**config.mk**
```make
export PLATFORM = sky130hd
export DESIGN_NAME = dct_core_arbiter
export DESIGN_NICKNAME = d
export VERILOG_FILES = /design/src/rtl/dct_pkg.sv /design/src/rtl/dct_rr_pick.sv /design/src/rtl/dct_core_arbiter.sv
export SDC_FILE = /design/constraint.sdc
export NUM_CORES = 1
export LEC_CHECK = 0
export CAP_MARGIN = 0
export CORE_MARGIN = 5
export CORE_UTILIZATION = 39
export DETAILED_ROUTE_END_ITERATION = 16
export PLACE_DENSITY = 0.75
export SYNTH_ARGS = -nofsm -noshare
export SYNTH_HDL_FRONTEND = slang
export SYNTH_HIERARCHICAL = 1
export SYNTH_SLANG_ARGS = --single-unit
```
**constraint.sdc**
```tcl
create_clock -name clk -period 1.55 [get_ports clk]
set_clock_uncertainty 0.2 [all_clocks]
set_input_delay 0.31 -clock clk [delete_from_list [all_inputs] [get_ports clk]]
set_output_delay 0.31 -clock clk [all_outputs]
set_load 0.005 [all_outputs]
```
**src/rtl/dct_pkg.sv**
```systemverilog
// dct_pkg: FSM state type, default sizing constants and sel-width helper
package dct_pkg;
  typedef enum logic [2:0] {ST_IDLE, ST_GRANT, ST_START, ST_WAIT, ST_RELEASE} state_t;
  localparam int DCT_N_REQ = 2;
  localparam int DCT_TIMEOUT = 64;
  function automatic int sel_w(input int n);
    return (n > 1) ? $clog2(n) : 1;
  endfunction
endpackage

```
**src/rtl/dct_rr_pick.sv**
```systemverilog
// dct_rr_pick: round-robin search starting at last+1, wrapping N_REQ-1 -> 0
module dct_rr_pick import dct_pkg::*; #(
  parameter int N_REQ = DCT_N_REQ,
  localparam int W = sel_w(N_REQ)
) (
  input  logic [N_REQ-1:0] req,
  input  logic [W-1:0]     last,
  output logic [N_REQ-1:0] gnt,
  output logic [W-1:0]     idx
);
  logic [W-1:0] j;
  // walking the distance downwards leaves the nearest requester in idx
  always_comb begin
    idx = '0;
    j = '0;
    for (int i = N_REQ; i >= 1; i--) begin
      j = W'((int'(last) + i) % N_REQ);
      if (req[j]) idx = j;
    end
    gnt = (|req) ? N_REQ'(1) << idx : '0;
  end
endmodule

```
**src/rtl/dct_core_arbiter.sv**
```systemverilog
// dct_core_arbiter: round-robin ownership of a shared 1-D DCT core.
// Define DCT_ARB_TIMEOUT_EN to bound the WAIT state to TIMEOUT cycles.
module dct_core_arbiter import dct_pkg::*; #(
  parameter int N_REQ = DCT_N_REQ,
  parameter int TIMEOUT = DCT_TIMEOUT,
  localparam int W = sel_w(N_REQ)
) (
  input  logic             clk,
  input  logic             rst_n,
  input  logic [N_REQ-1:0] req,
  output logic [N_REQ-1:0] gnt,
  output logic [W-1:0]     sel,
  output logic             core_start,
  input  logic             core_done,
  output logic [N_REQ-1:0] req_done,
  output logic             busy,
  output logic             stray_done,
  output logic             timeout
);
  if (N_REQ < 2 || N_REQ > 8 || TIMEOUT < 1) begin : g_bad_cfg
    $error("dct_core_arbiter: unsupported N_REQ or TIMEOUT");
  end
  state_t state_q, state_d;
  logic [W-1:0] owner_q, owner_d, last_q, last_d, sel_q, sel_d, pick_idx;
  logic [N_REQ-1:0] gnt_q, gnt_d, req_done_q, req_done_d, pick_gnt;
  logic core_start_q, core_start_d, busy_q, busy_d, stray_q, stray_d, owned, expire;
  dct_rr_pick #(.N_REQ(N_REQ)) u_pick (.req(req), .last(last_q), .gnt(pick_gnt), .idx(pick_idx));
`ifdef DCT_ARB_TIMEOUT_EN
  localparam int CW = $clog2(TIMEOUT + 1);
  logic [CW-1:0] cnt_q, cnt_d;
  logic timeout_q, timeout_d;
  assign expire = cnt_q == CW'(TIMEOUT - 1);
  assign timeout = timeout_q;
`else
  assign expire = 1'b0;
  assign timeout = 1'b0;
`endif
  assign gnt = gnt_q;
  assign sel = sel_q;
  assign core_start = core_start_q;
  assign req_done = req_done_q;
  assign busy = busy_q;
  assign stray_done = stray_q;
  // outputs are decoded from the next state so they register in step with it
  always_comb begin
    state_d = state_q;
    owner_d = owner_q;
    last_d = last_q;
    unique case (state_q)
      ST_IDLE: if (|pick_gnt) begin state_d = ST_GRANT; owner_d = pick_idx; end
      ST_GRANT: state_d = ST_START;
      ST_START: state_d = ST_WAIT;
      ST_WAIT: if (core_done || expire) state_d = ST_RELEASE;
      ST_RELEASE: begin state_d = ST_IDLE; last_d = owner_q; end
      default: state_d = ST_IDLE;
    endcase
    owned = state_d inside {ST_GRANT, ST_START, ST_WAIT};
    gnt_d = owned ? N_REQ'(1) << owner_d : '0;
    sel_d = owned ? owner_d : '0;
    core_start_d = state_d == ST_START;
    req_done_d = (state_d == ST_RELEASE) ? N_REQ'(1) << owner_d : '0;
    busy_d = state_d != ST_IDLE;
    stray_d = stray_q | (core_done & (state_q != ST_WAIT));
`ifdef DCT_ARB_TIMEOUT_EN
    cnt_d = (state_q == ST_WAIT && state_d == ST_WAIT) ? cnt_q + 1'b1 : '0;
    timeout_d = state_q == ST_WAIT && expire && !core_done;
`endif
  end
  always_ff @(posedge clk or negedge rst_n)
    if (!rst_n) begin
      state_q <= ST_IDLE;
      owner_q <= '0;
      last_q <= W'(N_REQ - 1);
      gnt_q <= '0;
      sel_q <= '0;
      core_start_q <= 1'b0;
      req_done_q <= '0;
      busy_q <= 1'b0;
      stray_q <= 1'b0;
`ifdef DCT_ARB_TIMEOUT_EN
      cnt_q <= '0;
      timeout_q <= 1'b0;
`endif
    end else begin
      state_q <= state_d;
      owner_q <= owner_d;
      last_q <= last_d;
      gnt_q <= gnt_d;
      sel_q <= sel_d;
      core_start_q <= core_start_d;
      req_done_q <= req_done_d;
      busy_q <= busy_d;
      stray_q <= stray_d;
`ifdef DCT_ARB_TIMEOUT_EN
      cnt_q <= cnt_d;
      timeout_q <= timeout_d;
`endif
    end
endmodule
```
Yosys cells after proc, flatten, opt, wreduce, memory -nomap -nowiden --
Index checks and enable logic that the tools add are counted.
Cells by class: add/sub/neg operators 2, order comparisons 2, eq/ne operators 9, shift operators 2, multiplexer cells 15, bitwise operators 2, reductions and logical operators 5
Operators with widths (number):
- equality test 3 x 2 -> 1 bit (second input constant) | 4
- case mux 3 bit (4 select lines) | 1
- two-way mux 1 bit | 9
- equality test 3 x 1 -> 1 bit (second input constant) | 2
- equality test 3 bit (second input constant) | 2
- two-way mux 2 bit | 3
- two-way mux 3 bit | 2
- nonzero test 3 bit | 2
- less-than comparator 1 x 2 -> 1 bit (second input constant) | 2
- OR reduction 2 bit | 2
- << shifter 1 x 1 -> 2 bit (first input constant) | 2
- zero test 3 bit | 1
- != test 3 x 2 -> 1 bit (second input constant) | 1
- adder 1 bit (second input constant) | 2
- AND 1 bit | 1
- bitwise OR 1 bit | 1
Word-level totals: register bits after elaboration 13, input port bits 5, output and inout port bits 9

Logic depth before layout (Yosys ltp) --
Gate-level depths: netlist (run 1).
word-level depth 13, depth in mapped cells 5, mapped depth without buffers 5

Cells and area by module --
Netlist (run 1), hierarchy kept.
By module, submodules not included:
- dct_core_arbiter | instances 1, cells an instance 39, area an instance 481.7 µm²
- dct_rr_pick | instances 1, cells an instance 4, area an instance 26.3 µm²

Least setup slack after synthesis (run 1) --
Ideal clock, no wire load.
path kind flip-flop to flip-flop, start point register last_q, end point register gnt_q[0], in the netlist gnt[0], setup time 0.068 ns, arrival time 1.259 ns, slack 0.023 ns, stages on the path, launching flop included 6, period minus slack after synthesis 1.527 ns, cell sequence dfstp_2 -> inv_1 -> a21boi_1 -> nor2_1 -> o41ai_2 -> and3b_1
On the way: word-level cells in the longest chain between the ends 13, elaborated cells between the ends (all ways) 21
Ends and longest elaborated chain:
- start, declared | line dct_core_arbiter.sv:24 | logic [W-1:0] owner_q, owner_d, last_q, last_d, sel_q, sel_d, pick_idx;
- start signal, assigned | line dct_core_arbiter.sv:73 | last_q <= W'(N_REQ - 1);
- start signal, assigned | line dct_core_arbiter.sv:87 | last_q <= last_d;
- adder 1 bit | line dct_rr_pick.sv:17 | j = W'((int'(last) + i) % N_REQ);
- two-way mux 1 bit (implied by the code) (2 in series) | line dct_rr_pick.sv:18 | if (req[j]) idx = j;
- two-way mux 1 bit | line dct_rr_pick.sv:18
- two-way mux 1 bit * | line dct_rr_pick.sv:18
- << shifter 1 x 1 -> 2 bit * | line dct_rr_pick.sv:20 | gnt = (|req) ? N_REQ'(1) << idx : '0;
- two-way mux 2 bit * | line dct_rr_pick.sv:20
- net pick_gnt[0] | line dct_core_arbiter.sv:25 | logic [N_REQ-1:0] gnt_q, gnt_d, req_done_q, req_done_d, pick_gnt;
- OR reduction 2 bit * | line dct_core_arbiter.sv:50 | ST_IDLE: if (|pick_gnt) begin state_d = ST_GRANT; owner_d = pick_idx; end
- two-way mux 3 bit | line dct_core_arbiter.sv:50
- case mux 3 bit (4 select lines) | line dct_core_arbiter.sv:49 | unique case (state_q)
- equality test 3 x 1 -> 1 bit / equality test 3 x 2 -> 1 bit (equally long branches) | line dct_core_arbiter.sv:57 | owned = state_d inside {ST_GRANT, ST_START, ST_WAIT};
- nonzero test 3 bit | line dct_core_arbiter.sv:57
- two-way mux 2 bit * | line dct_core_arbiter.sv:58 | gnt_d = owned ? N_REQ'(1) << owner_d : '0;
- net gnt_d[0] | line dct_core_arbiter.sv:25
- end signal, assigned | line dct_core_arbiter.sv:88 | gnt_q <= gnt_d;
- end, declared | line dct_core_arbiter.sv:25
Mark *: on every way through the listed nets, which the timed path passes. The rest lies on a longest branch. The select of a mux whose other input is x is not followed. A chain may end at the register's enable or synchronous reset.

Worst setup path in the final report (run 1) --
start point register last_q, end point register req_done_q[0], in the netlist req_done[0]
On the way: word-level cells in the longest chain between the ends 12, elaborated cells between the ends (all ways) 18
Ends and longest elaborated chain:
- adder 1 bit | line dct_rr_pick.sv:17
- two-way mux 1 bit (implied by the code) (2 in series) | line dct_rr_pick.sv:18
- two-way mux 1 bit | line dct_rr_pick.sv:18
- two-way mux 1 bit * | line dct_rr_pick.sv:18
- << shifter 1 x 1 -> 2 bit * | line dct_rr_pick.sv:20
- two-way mux 2 bit * | line dct_rr_pick.sv:20
- net pick_gnt[1] | line dct_core_arbiter.sv:25
- OR reduction 2 bit * | line dct_core_arbiter.sv:50
- two-way mux 3 bit / two-way mux 1 bit (equally long branches) | line dct_core_arbiter.sv:50
- case mux 3 bit (4 select lines) / two-way mux 1 bit (equally long branches) | line dct_core_arbiter.sv:49
- equality test 3 bit / << shifter 1 x 1 -> 2 bit (equally long branches) | line dct_core_arbiter.sv:61 | req_done_d = (state_d == ST_RELEASE) ? N_REQ'(1) << owner_d : '0;
- two-way mux 2 bit * | line dct_core_arbiter.sv:61
- net req_done_d[0] | line dct_core_arbiter.sv:25
- end signal, assigned | line dct_core_arbiter.sv:91 | req_done_q <= req_done_d;
- end, declared | line dct_core_arbiter.sv:25
Marks and branches as above.

==> results of run 1 <==
flip-flops by register name, summed over array words and instances (netlist names):
name / flops
stray_done: 1
state_q: 3
core_start: 1
gnt: 1
owner_q: 1
last_q: 1
sel: 1
req_done: 2
busy: 1
metrics by stage:
| step | setup TNS (ns) | instances | setup slack, ns | utilization [%] |
|---|---|---|---|---|
| floorplan | 0 | 43 | 0.0233 | - |
| global placement | -1.70 | 72 | -0.362 | 52.2 |
| detailed placement | -1.81 | 72 | -0.370 | 52.2 |
| CTS | -0.0455 | 77 | -0.0255 | 56.9 |
| global route | -0.321 | 78 | -0.0794 | 59.5 |
| finish | -0.0712 | 78 | -0.0410 | 59.5 |
power breakdown:
group          leakage (nW)  internal (W)  switching, W
combinational         0.223      0.000272      0.000217
clock                0.0210      0.000143      0.000100
sequential            0.144      0.000439      0.000102
total                 0.388      0.000854      0.000420
cells by family (layout without fill, tap and decap cells):
logic type             count (synthesis)  in the layout
buffers and inverters                  4             24
AO/OA/AOI/OAI                          9              9
other                                  1              1
flip-flops                            12             12
multiplexers                           1              1
AND/OR/NAND/NOR                       16             16
final cells by class:
| class | count | share of cell area (%) |
|---|---|---|
| Timing Repair Buffer | 18 | 21.2 |
| Sequential cell | 12 | 40.0 |
| Inverter | 2 | 0.995 |
| Tap cell | 15 | 2.49 |
| Clock buffer | 4 | 4.81 |
| Multi-Input combinational cell | 27 | 30.5 |
layout by cell type (no fill, tap or decap), drive strengths merged, types with 2 or more instances in the layout:
cell,synthesis,layout
a21oi,2,2
buf,2,6
dlymetal6s2s,0,2
a21boi,3,3
and3b,2,2
nor2,2,2
clkbuf,0,4
dlygate4sd2,0,8
o41ai,2,2
clkdlybuf4s50,0,2
dfrtp,11,11
nand2,5,5
inv,2,2
what timing repair did:
item,in CTS,in global routing
pin swaps,1,0
endpoints found under the setup margin,12,6
buffers inserted,1,1
gates resized for setup,13,5
final timing paths:
check,to,from,depth (start not counted),slack [ns]
max,req_done[0]$_DFF_PN0_,last_q$_DFFE_PN1N_,6,-0.04
min,owner_q$_DFF_PN0_,rst_n,2,0.13
max reg2reg,req_done[0]$_DFF_PN0_,last_q$_DFFE_PN1N_,6,-0.04
min reg2reg,stray_done$_DFF_PN0_,stray_done$_DFF_PN0_,1,0.28
max in group asynchronous,last_q$_DFFE_PN1N_,rst_n,2,0.79
min in group clk,stray_done$_DFF_PN0_,stray_done$_DFF_PN0_,1,0.28
routing by layer:
metal	track usage, %	vias up	share of wire (%)
met5	0	-	0
met4	10.2	0	3.4
met3	3.52	5	5.8
met2	18.4	11	50
met1	13.4	194	41
li1	-	189	-
critical path, stage by stage (launching register included):
cell and delay (ns):
dfstp_2 0.55, buf_4 0.13, a21boi_4 0.06, nor2_4 0.15, o41ai_2 0.07, buf_4 0.15, and3b_1 0.15
==> impl_results.md, run 1 <==
* Post-layout instance area at 754 µm²
* CTS Sinks at 12
* Clock Pin Slew Worst Setup and Hold Paths at 0.08 ns
* Layout Nets at 69
* Synth Area in XOR/XNOR at 0%
* Synth top area cells: dfrtp_1 54%, dfstp_2 5.2%, a21boi_1 4.4%
* Die X at 46.1 µm
* Hold Path Class: in2async
* Die height at 46.1 µm
* Largest net degree at the start of global routing at 13
* Synthesized flop and latch total at 12
* CP Launch Type: flip-flop
* Mapped Area at 508 µm²
* Ys Warns at 6
* 1st-pass router iterations at 1
* Sequential share of the synthesized area at 59.4%
* Setup WS post-layout at -0.0410 ns
* Ant diodes at 0
* Max-slew violations at 0
* Die outline area at 0.00212 mm²
* Gr usage total at 12.0%
* Asr flop ratio synth at 100%
* # H-tree levels at 1
* Max-cap violations at 0
* Top post-synthesis cells by count: 11 x dfrtp_1, 5 x nand2_1, 3 x a21boi_1
* Initial Util at 40.0%
* Worst setup EP type: flip-flop
* Core Box Area at 0.00127 mm²
* DR vias/cell at 5.12
* Final hold viol count at 0
* Layout area overhead at 48.5%
* Routed len/inst at 13.7 µm
* Peak supply drop at 0.741 mV
* Skew-Pair Late Insertion Delay at 0.27 ns
* Register area at 302 µm²
* Area after DPL at 662 µm²
* Final HPWL DP at 701 µm
* RSZ-0062 raised after global routing: true
* Pwr Total at 0.00127 W
* GRT overflow at 0
* Critical path arrival at 1.55 ns
* Status: finished, violations left
* Largest family of logic cells by synthesized area: simple AND/OR/NAND/NOR gates
* Failing checks: setup timing
* Synth Area in Simple Gates at 18.7%
* TritonCTS clock tree: done
* DR iter-0 viols at 0
* Top-count cell post-synth: dfrtp_1
* Gate Count Post-Synth at 43
* Initial antenna violation count at 0
* Post-synth EDFFs at 0
* Max FO, Critical Path at 5
* Post-route minimum period at 1.59 ns
* Cell variety after synth at 23
* Syn Area/Cell at 11.8 µm²
* Layout cell share with drive strength beyond 1 at 28.6%
* Synth area leader: dfrtp_1
* Synth top area share at 54.2%
* CP required at 1.51 ns
* Compound-cell area share of the yosys netlist at 14.5%
* Top_reg_cell synth: dfrtp_1
* GP Congestion at 0.716
* CTS Buf Count at 3
* Detail Route Antenna Nets at 0
* Syn nets at 48
* Via count at 399
* CTS root buffer: clkbuf_4
* Static leakage at 0.388 nW
* Num rows at 13
* FILL cells at 105
* Max Clk Rate at 629 MHz
* Final period util at 103%
* Global-route wire length before repair at 1.68 mm
* Drt drc at 0
* Num ports at 14
* Pwr Density at 1690 mW/mm²
* Final setup fails at 2
* Total wire length at 1.07 mm
* Hold buffers post-CTS at 0
* PortBufs at 12
* Mux contribution to synthesized area at 2.22%
* WHS at 0.132 ns
* Critical path class: reg2reg
* Synth Area in Adders at 0%
* Max Root-Sink Buffers at 2
* Vias in the first global route at 381
* Area of the multi-input gates at 230 µm²
(Power assumes the default switching activity.)
==> run 2: changes to the inputs <==
--- a/config.mk
+++ b/config.mk
@@ -5,11 +5,13 @@
 export SDC_FILE = /design/constraint.sdc
 export NUM_CORES = 1
 export LEC_CHECK = 0
+export ABC_CLOCK_PERIOD_IN_PS = 1550
 export CAP_MARGIN = 0
 export CORE_MARGIN = 5
 export CORE_UTILIZATION = 39
 export DETAILED_ROUTE_END_ITERATION = 16
 export PLACE_DENSITY = 0.75
+export SETUP_SLACK_MARGIN = 0.15
 export SYNTH_ARGS = -nofsm -noshare
 export SYNTH_HDL_FRONTEND = slang
 export SYNTH_HIERARCHICAL = 1
==> run 2 against run 1 <==
  * The run still ends with setup timing left
  * Wire length fell by 9.3%
  * Setup slack improved by 0.018 ns
  * Cell area rose by 2.2%
  * First-iteration DRC count rose by 4
  * Final cell count rose by 1.3%
  * Power rose by 1.1%
  * Register-to-register slack improved by 0.02 ns
  * Critical path type unchanged
  * Largest power group unchanged
==> impl_results.md, run 2 (synthesized netlist as in run 1, its figures left out) <==
* Commonest non-fill, non-tap cell in the layout: dfrtp_1
* CP startpoint: last_q$_DFFE_PN1N_
* Hold buffers post-CTS at 0 (unchanged)
* Max-slew violations at 0 (unchanged)
* Max FO, Critical Path at 5 (unchanged)
* Max reg flops at 3 (unchanged)
* Largest net degree at the start of global routing at 10 (-3)
* Largest reg by FF count: state_q
* TritonCTS clock tree: done
* Routed len/inst at 12.3 µm (-10%)
* PortBufs at 12 (unchanged)
* Clk network pwr share at 14.8% (-4.3 points)
* Final HPWL DP at 774 µm (+10%)
* CP required at 1.55 ns (+0.04 ns)
* R2R Setup Slk at -0.02 ns (+0.02 ns)
* 1st-pass router iterations at 2 (+1)
* Worst setup EP type: flip-flop
* CTS root buffer: clkbuf_4
* Gr usage total at 11.3% (-0.76 points)
* Max-cap violations at 0 (unchanged)
* Total wire length at 971 µm (-9.3%)
* Hold Path Class: in2async
* Setup WS post-layout at -0.0235 ns (+0.0175 ns)
* Final hold viol count at 0 (unchanged)
* Clock Pin Slew Worst Setup and Hold Paths at 0.07 ns (about the same)
* Peak supply drop at 0.799 mV (+7.9%)
* GP Congestion at 0.711 (-0.63%)
* Most frequent cells in the layout: 10 x dfrtp_1, 7 x clkdlybuf4s15_1, 6 x buf_4
* Final period util at 102% (-1.1 points)
* Initial Util at 40.0% (unchanged)
* Fin Setup TNS at -0.0654 ns (+0.00588 ns)
* WL met2 at 476 µm (-11%)
* P_sw at 0.000430 W (+2.5%)
* DR vias/cell at 4.82 (-5.7%)
* CTS Sinks at 12 (unchanged)
* Reg-to-reg startpoint: last_q$_DFFE_PN1N_
* Num rows at 13 (unchanged)
* Sequential power share at 43.2% (+0.7 points)
* Skew-Pair Late Insertion Delay at 0.26 ns (about the same)
* GRT overflow at 0 (unchanged)
* Critical path class: reg2reg
* Worst reg2reg endpoint: req_done[0]$_DFF_PN0_
* DP Worst Slack at -0.323 ns (+0.0475 ns)
* Die X at 46.1 µm (unchanged)
* M1 WL at 429 µm (-1.6%)
* P_int at 0.000857 W (+0.39%)
* Num ports at 14 (unchanged)
* Drt drc at 0 (unchanged)
* Sw Share at 33.4% (+0.46 points)
* Max Clk Rate at 636 MHz (+1.1%)
* Pwr Density at 1670 mW/mm² (-1.1%)
* Status: finished, violations left
* Crit path largest cell delay at 0.55 ns (about the same)
* # H-tree levels at 1 (unchanged)
* DR top layer: met4
* Layout cell share with drive strength beyond 1 at 31.3% (+2.7 points)
* Worst-case reg-to-reg path depth at 5 (-1)
* Die height at 46.1 µm (unchanged)
* Slowest-stage cell, CP: dfstp_2
* Post-route minimum period at 1.57 ns (-0.0175 ns)
* DR iter-0 viols at 4 (+4)
* Worst-path cell chain: inv_2 > a21boi_2 > nor2_4 > o41ai_4 > and3b_1
* Fin util at 60.7% (+1.3 points)
* Die outline area at 0.00212 mm² (unchanged)
* WHS at 0.0596 ns (-0.0724 ns)
* Static leakage at 0.364 nW (-6.2%)
* CP Launch Type: flip-flop
* Vias in the first global route at 374 (-1.8%)
* Wire length on met3 at 45 µm (-27%)
* Layout Nets at 70 (+1.4%)
* Layout area overhead at 51.7%
* Critical path arrival at 1.57 ns (+0.02 ns)
* Failing checks: setup timing
* Logic pwr share at 42.0% (+3.6 points)
* Via count at 381 (-4.5%)
* Ant diodes at 0 (unchanged)
* Core Box Area at 0.00127 mm² (unchanged)
* Final setup fails at 4 (+2)
* Max Root-Sink Buffers at 2 (unchanged)
* Global-route wire length before repair at 1.61 mm (-4.5%)
* Detail Route Antenna Nets at 0 (unchanged)
* RSZ-0062 raised after global routing: true
* CTS Buf Count at 3 (unchanged)
* Initial antenna violation count at 0 (unchanged)
-- run 2: how the worst max path moves through the flow --
stage / to / cells after the start
floorplan: gnt[0]$_DFF_PN0_ / 5
global placement: req_done[0]$_DFF_PN0_ / 5
detailed placement: gnt[0]$_DFF_PN0_ / 5
CTS: gnt[0]$_DFF_PN0_ / 5
global route: req_done[0]$_DFF_PN0_ / 5
finish: req_done[0]$_DFF_PN0_ / 5
-- run 2: worst max-delay path: cells and delay by family (launching register included) --
kind	cells	cell delay (ns)
AO/OA/AOI/OAI	2	0.46
buffers and inverters	1	0.04
flip-flops	1	0.55
AND/OR/NAND/NOR	2	0.26
-- run 2: layer usage --
| metal | global-route usage, % | up-vias |
|---|---|---|
| li1 | - | 187 |
| met1 | 13.4 | 183 |
| met2 | 17.6 | 9 |
| met3 | 1.17 | 2 |
| met4 | 10.2 | 0 |
| met5 | 0 | - |
-- run 2: what timing repair did --
| item | CTS | global route |
|---|---|---|
| gates resized for setup | 17 | 6 |
| buffers inserted | 0 | 1 |
| pin swaps | 1 | 1 |
| setup endpoints to repair | 16 | 12 |
-- run 2: final cells by class --
class,instances,area [µm²]
sequential,12,303
tap,15,18.8
clock buffer,4,26.3
multi-input combinational,27,234
fill,105,498
inverter,2,7.51
timing repair buffer,19,181
-- run 2: power by group through the flow --
stage | Clock (W) | Combinational (W) | Sequential, W
3_5_place_dp | 0 | 0.000537 | 0.000555
2_1_floorplan | 0 | 0.000272 | 0.000553
4_1_cts | 0.000199 | 0.000517 | 0.000554
5_1_grt | 0.000207 | 0.000596 | 0.000577
6_report | 0.000190 | 0.000541 | 0.000556
3_3_place_gp | 0 | 0.000520 | 0.000550
-- run 2: stage by stage --
step	total power, W	std cells	cell area (µm²)
3_5_place_dp	0.00109	74	719
2_1_floorplan	0.000825	43	538
4_1_cts	0.00127	78	753
6_report	0.00129	79	771
5_1_grt	0.00138	79	771
3_3_place_gp	0.00107	74	719
==> run 3: changes to the inputs <==
--- a/config.mk
+++ b/config.mk
@@ -10,7 +10,7 @@
 export CORE_MARGIN = 5
 export CORE_UTILIZATION = 39
 export DETAILED_ROUTE_END_ITERATION = 16
-export PLACE_DENSITY = 0.75
+export PLACE_DENSITY_LB_ADDON = 0.15
 export SETUP_SLACK_MARGIN = 0.15
 export SYNTH_ARGS = -nofsm -noshare
 export SYNTH_HDL_FRONTEND = slang
==> constraint.sdc (replaced) <==
create_clock -name clk -period 1.55 [get_ports clk]
set_clock_uncertainty 0.2 [all_clocks]
set_input_delay 0.31 -clock clk [delete_from_list [all_inputs] [get_ports clk]]
set_output_delay 0.31 -clock clk [all_outputs]
set_load 0.02 [all_outputs]
==> run 3 against run 2 <==
  * Critical path depth stayed put
  * Wire length is 4.0% higher
  * Register-to-register slack about the same
  * Die area unchanged
  * Final cell count unchanged
  * Worst hold slack improved by 0.0083 ns
  * Via count grew 2.1%
  * First-iteration DRC count is 50% lower
  * Sequential share of layout area up 0.85 points
  * The flow still finishes with violations (setup timing)
  * Setup slack gained 0.0063 ns
  * Clock power rose by 28%
==> impl_results.md, run 3 (synthesized netlist as in run 1, its figures left out) <==
* Routed len/inst at 12.8 µm (+4.0%)
* RSZ-0062 raised after global routing: true
* DR iter-0 viols at 2 (-2)
* CP startpoint: last_q$_DFFE_PN1N_
* CP Launch Type: flip-flop
* # H-tree levels at 1 (unchanged)
* WHS at 0.0679 ns (+0.00826 ns)
* DR vias/cell at 4.92 (+2.1%)
* Final HPWL DP at 746 µm (-3.7%)
* Max-cap violations at 0 (unchanged)
* Status: finished, violations left
* Die height at 46.1 µm (unchanged)
* Worst-path cell chain: inv_2 > a21boi_2 > nor2_4 > o41ai_4 > and3b_1
* Ant diodes at 0 (unchanged)
* Hold buffers post-CTS at 0 (unchanged)
* CTS root buffer: clkbuf_4
* Area after DPL at 692 µm² (-3.8%)
* Initial Util at 40.0% (unchanged)
* Worst Setup EP: req_done[0]$_DFF_PN0_
* Max-slew violations at 0 (unchanged)
* Global-route wire length before repair at 1.66 mm (+3.4%)
* Skew-Pair Late Insertion Delay at 0.27 ns (about the same)
* Clk network pwr share at 16.9% (+2.1 points)
* Post-layout instance area at 754 µm² (-2.1%)
* Die outline area at 0.00212 mm² (unchanged)
* Hold Path Class: in2async
* Sequential power share at 38.9% (-4.3 points)
* PortBufs at 12 (unchanged)
* Pwr Total at 0.00144 W (+12%)
* Critical path arrival at 1.57 ns (about the same)
* Drt drc at 0 (unchanged)
* Worst reg2reg endpoint: req_done[0]$_DFF_PN0_
* Post-route minimum period at 1.57 ns (-0.00634 ns)
* P_sw at 0.000546 W (+27%)
* Max reg flops at 3 (unchanged)
* Num ports at 14 (unchanged)
* DP Worst Slack at -0.337 ns (-0.0143 ns)
* Max Clk Rate at 638 MHz (+0.40%)
* Worst setup EP type: flip-flop
* Max Root-Sink Buffers at 2 (unchanged)
* Max FO, Critical Path at 5 (unchanged)
* 1st-pass router iterations at 4 (+2)
* Final setup fails at 3 (-1)
* Vias in the first global route at 360 (-3.7%)
* Reg-to-reg startpoint: last_q$_DFFE_PN1N_
* Logic pwr share at 44.1% (+2.1 points)
* Gr usage total at 11.3% (+0.090 points)
* Final period util at 101% (-0.41 points)
* Slowest-stage cell, CP: dfstp_2
* Clock Pin Slew Worst Setup and Hold Paths at 0.07 ns (about the same)
* Core Box Area at 0.00127 mm² (unchanged)
* Worst-case reg-to-reg path depth at 5 (unchanged)
* Pwr Density at 1900 mW/mm² (+14%)
* Final hold viol count at 0 (unchanged)
* Layout cell share with drive strength beyond 1 at 48.4% (+17 points)
* Die X at 46.1 µm (unchanged)
* Initial antenna violation count at 0 (unchanged)
* CP required at 1.56 ns (about the same)
* Sw Share at 38.0% (+4.6 points)
* Layout Nets at 70 (unchanged)
* Total wire length at 1.01 mm (+4.0%)
* Fin Setup TNS at -0.0266 ns (+0.0388 ns)
* Num rows at 13 (unchanged)
* Crit path largest cell delay at 0.54 ns (about the same)
* Layout area overhead at 48.5%
* Via count at 389 (+2.1%)
* TritonCTS clock tree: done
* Detail Route Antenna Nets at 0 (unchanged)
* Setup WS post-layout at -0.0171 ns (+0.00634 ns)
* GP Congestion at 0.773 (+8.6%)
* Most frequent cells in the layout: 10 x dfrtp_1, 8 x buf_2, 7 x buf_4
* Static leakage at 0.370 nW (+1.8%)
* P_int at 0.000891 W (+3.9%)
* Peak supply drop at 0.962 mV (+20%)
* CTS Sinks at 12 (unchanged)
* Largest reg by FF count: state_q
* Critical path class: reg2reg
* Failing checks: setup timing
* Largest net degree at the start of global routing at 9 (-1)
* Commonest non-fill, non-tap cell in the layout: dfrtp_1
* R2R Setup Slk at -0.02 ns (about the same)
* GRT overflow at 0 (unchanged)
* CTS Buf Count at 3 (unchanged)
[run 3: through the flow]
stage | cells | util (%)
6_report | 79 | 59.5
5_1_grt | 79 | 59.5
4_1_cts | 79 | 59.5
3_5_place_dp | 72 | 54.5
3_3_place_gp | 72 | 54.5
2_1_floorplan | 43 | -
[run 3: final cells by class]
type | count | area, µm²
inverters | 2 | 7.51
clock buffers | 4 | 36.3
multi-input cells | 27 | 259
flip-flops and latches | 12 | 303
well taps | 15 | 18.8
fillers | 119 | 514
repair buffers | 19 | 130
[run 3: critical path, delay by kind of cell (launching register included)]
family	cells	cell delay, ns
buf+inv	1	0.03
flops	1	0.54
compound gates	2	0.45
simple gates	2	0.28
[run 3: worst min-delay path by stage]
stage | start | to | slack [ns] | depth (start not counted)
6_report | rst_n | state_q[1]$_DFF_PN0_ | 0.07 | 1
5_1_grt | rst_n | stray_done$_DFF_PN0_ | 0.09 | 1
4_1_cts | rst_n | state_q[1]$_DFF_PN0_ | 0.07 | 1
3_5_place_dp | stray_done$_DFF_PN0_ | stray_done$_DFF_PN0_ | 0.26 | 1
3_3_place_gp | stray_done$_DFF_PN0_ | stray_done$_DFF_PN0_ | 0.24 | 1
2_1_floorplan | rst_n | busy$_DFF_PN0_ | -0.19 | 0
[run 3: routing by layer]
metal	up-vias	share of wire, %	GRT usage, %
met1	186	43	14.9
met2	10	49	15.9
met4	0	1.9	6.82
li1	191	-	-
met5	-	0	0
met3	2	5.8	3.91
[run 3: repair_timing]
item                                    CTS  global route
gates resized for setup                  37             7
buffers inserted                          3             0
pin swaps                                 1             0
endpoints found under the setup margin   15            12
[run 3: power by group through the flow]
stage	sequential (W)	combinational, W	clock [W]
finish	0.000560	0.000634	0.000243
global route	0.000580	0.000679	0.000272
CTS	0.000550	0.000620	0.000253
global placement	0.000550	0.000571	0
floorplan	0.000619	0.000285	0
detailed placement	0.000557	0.000579	0
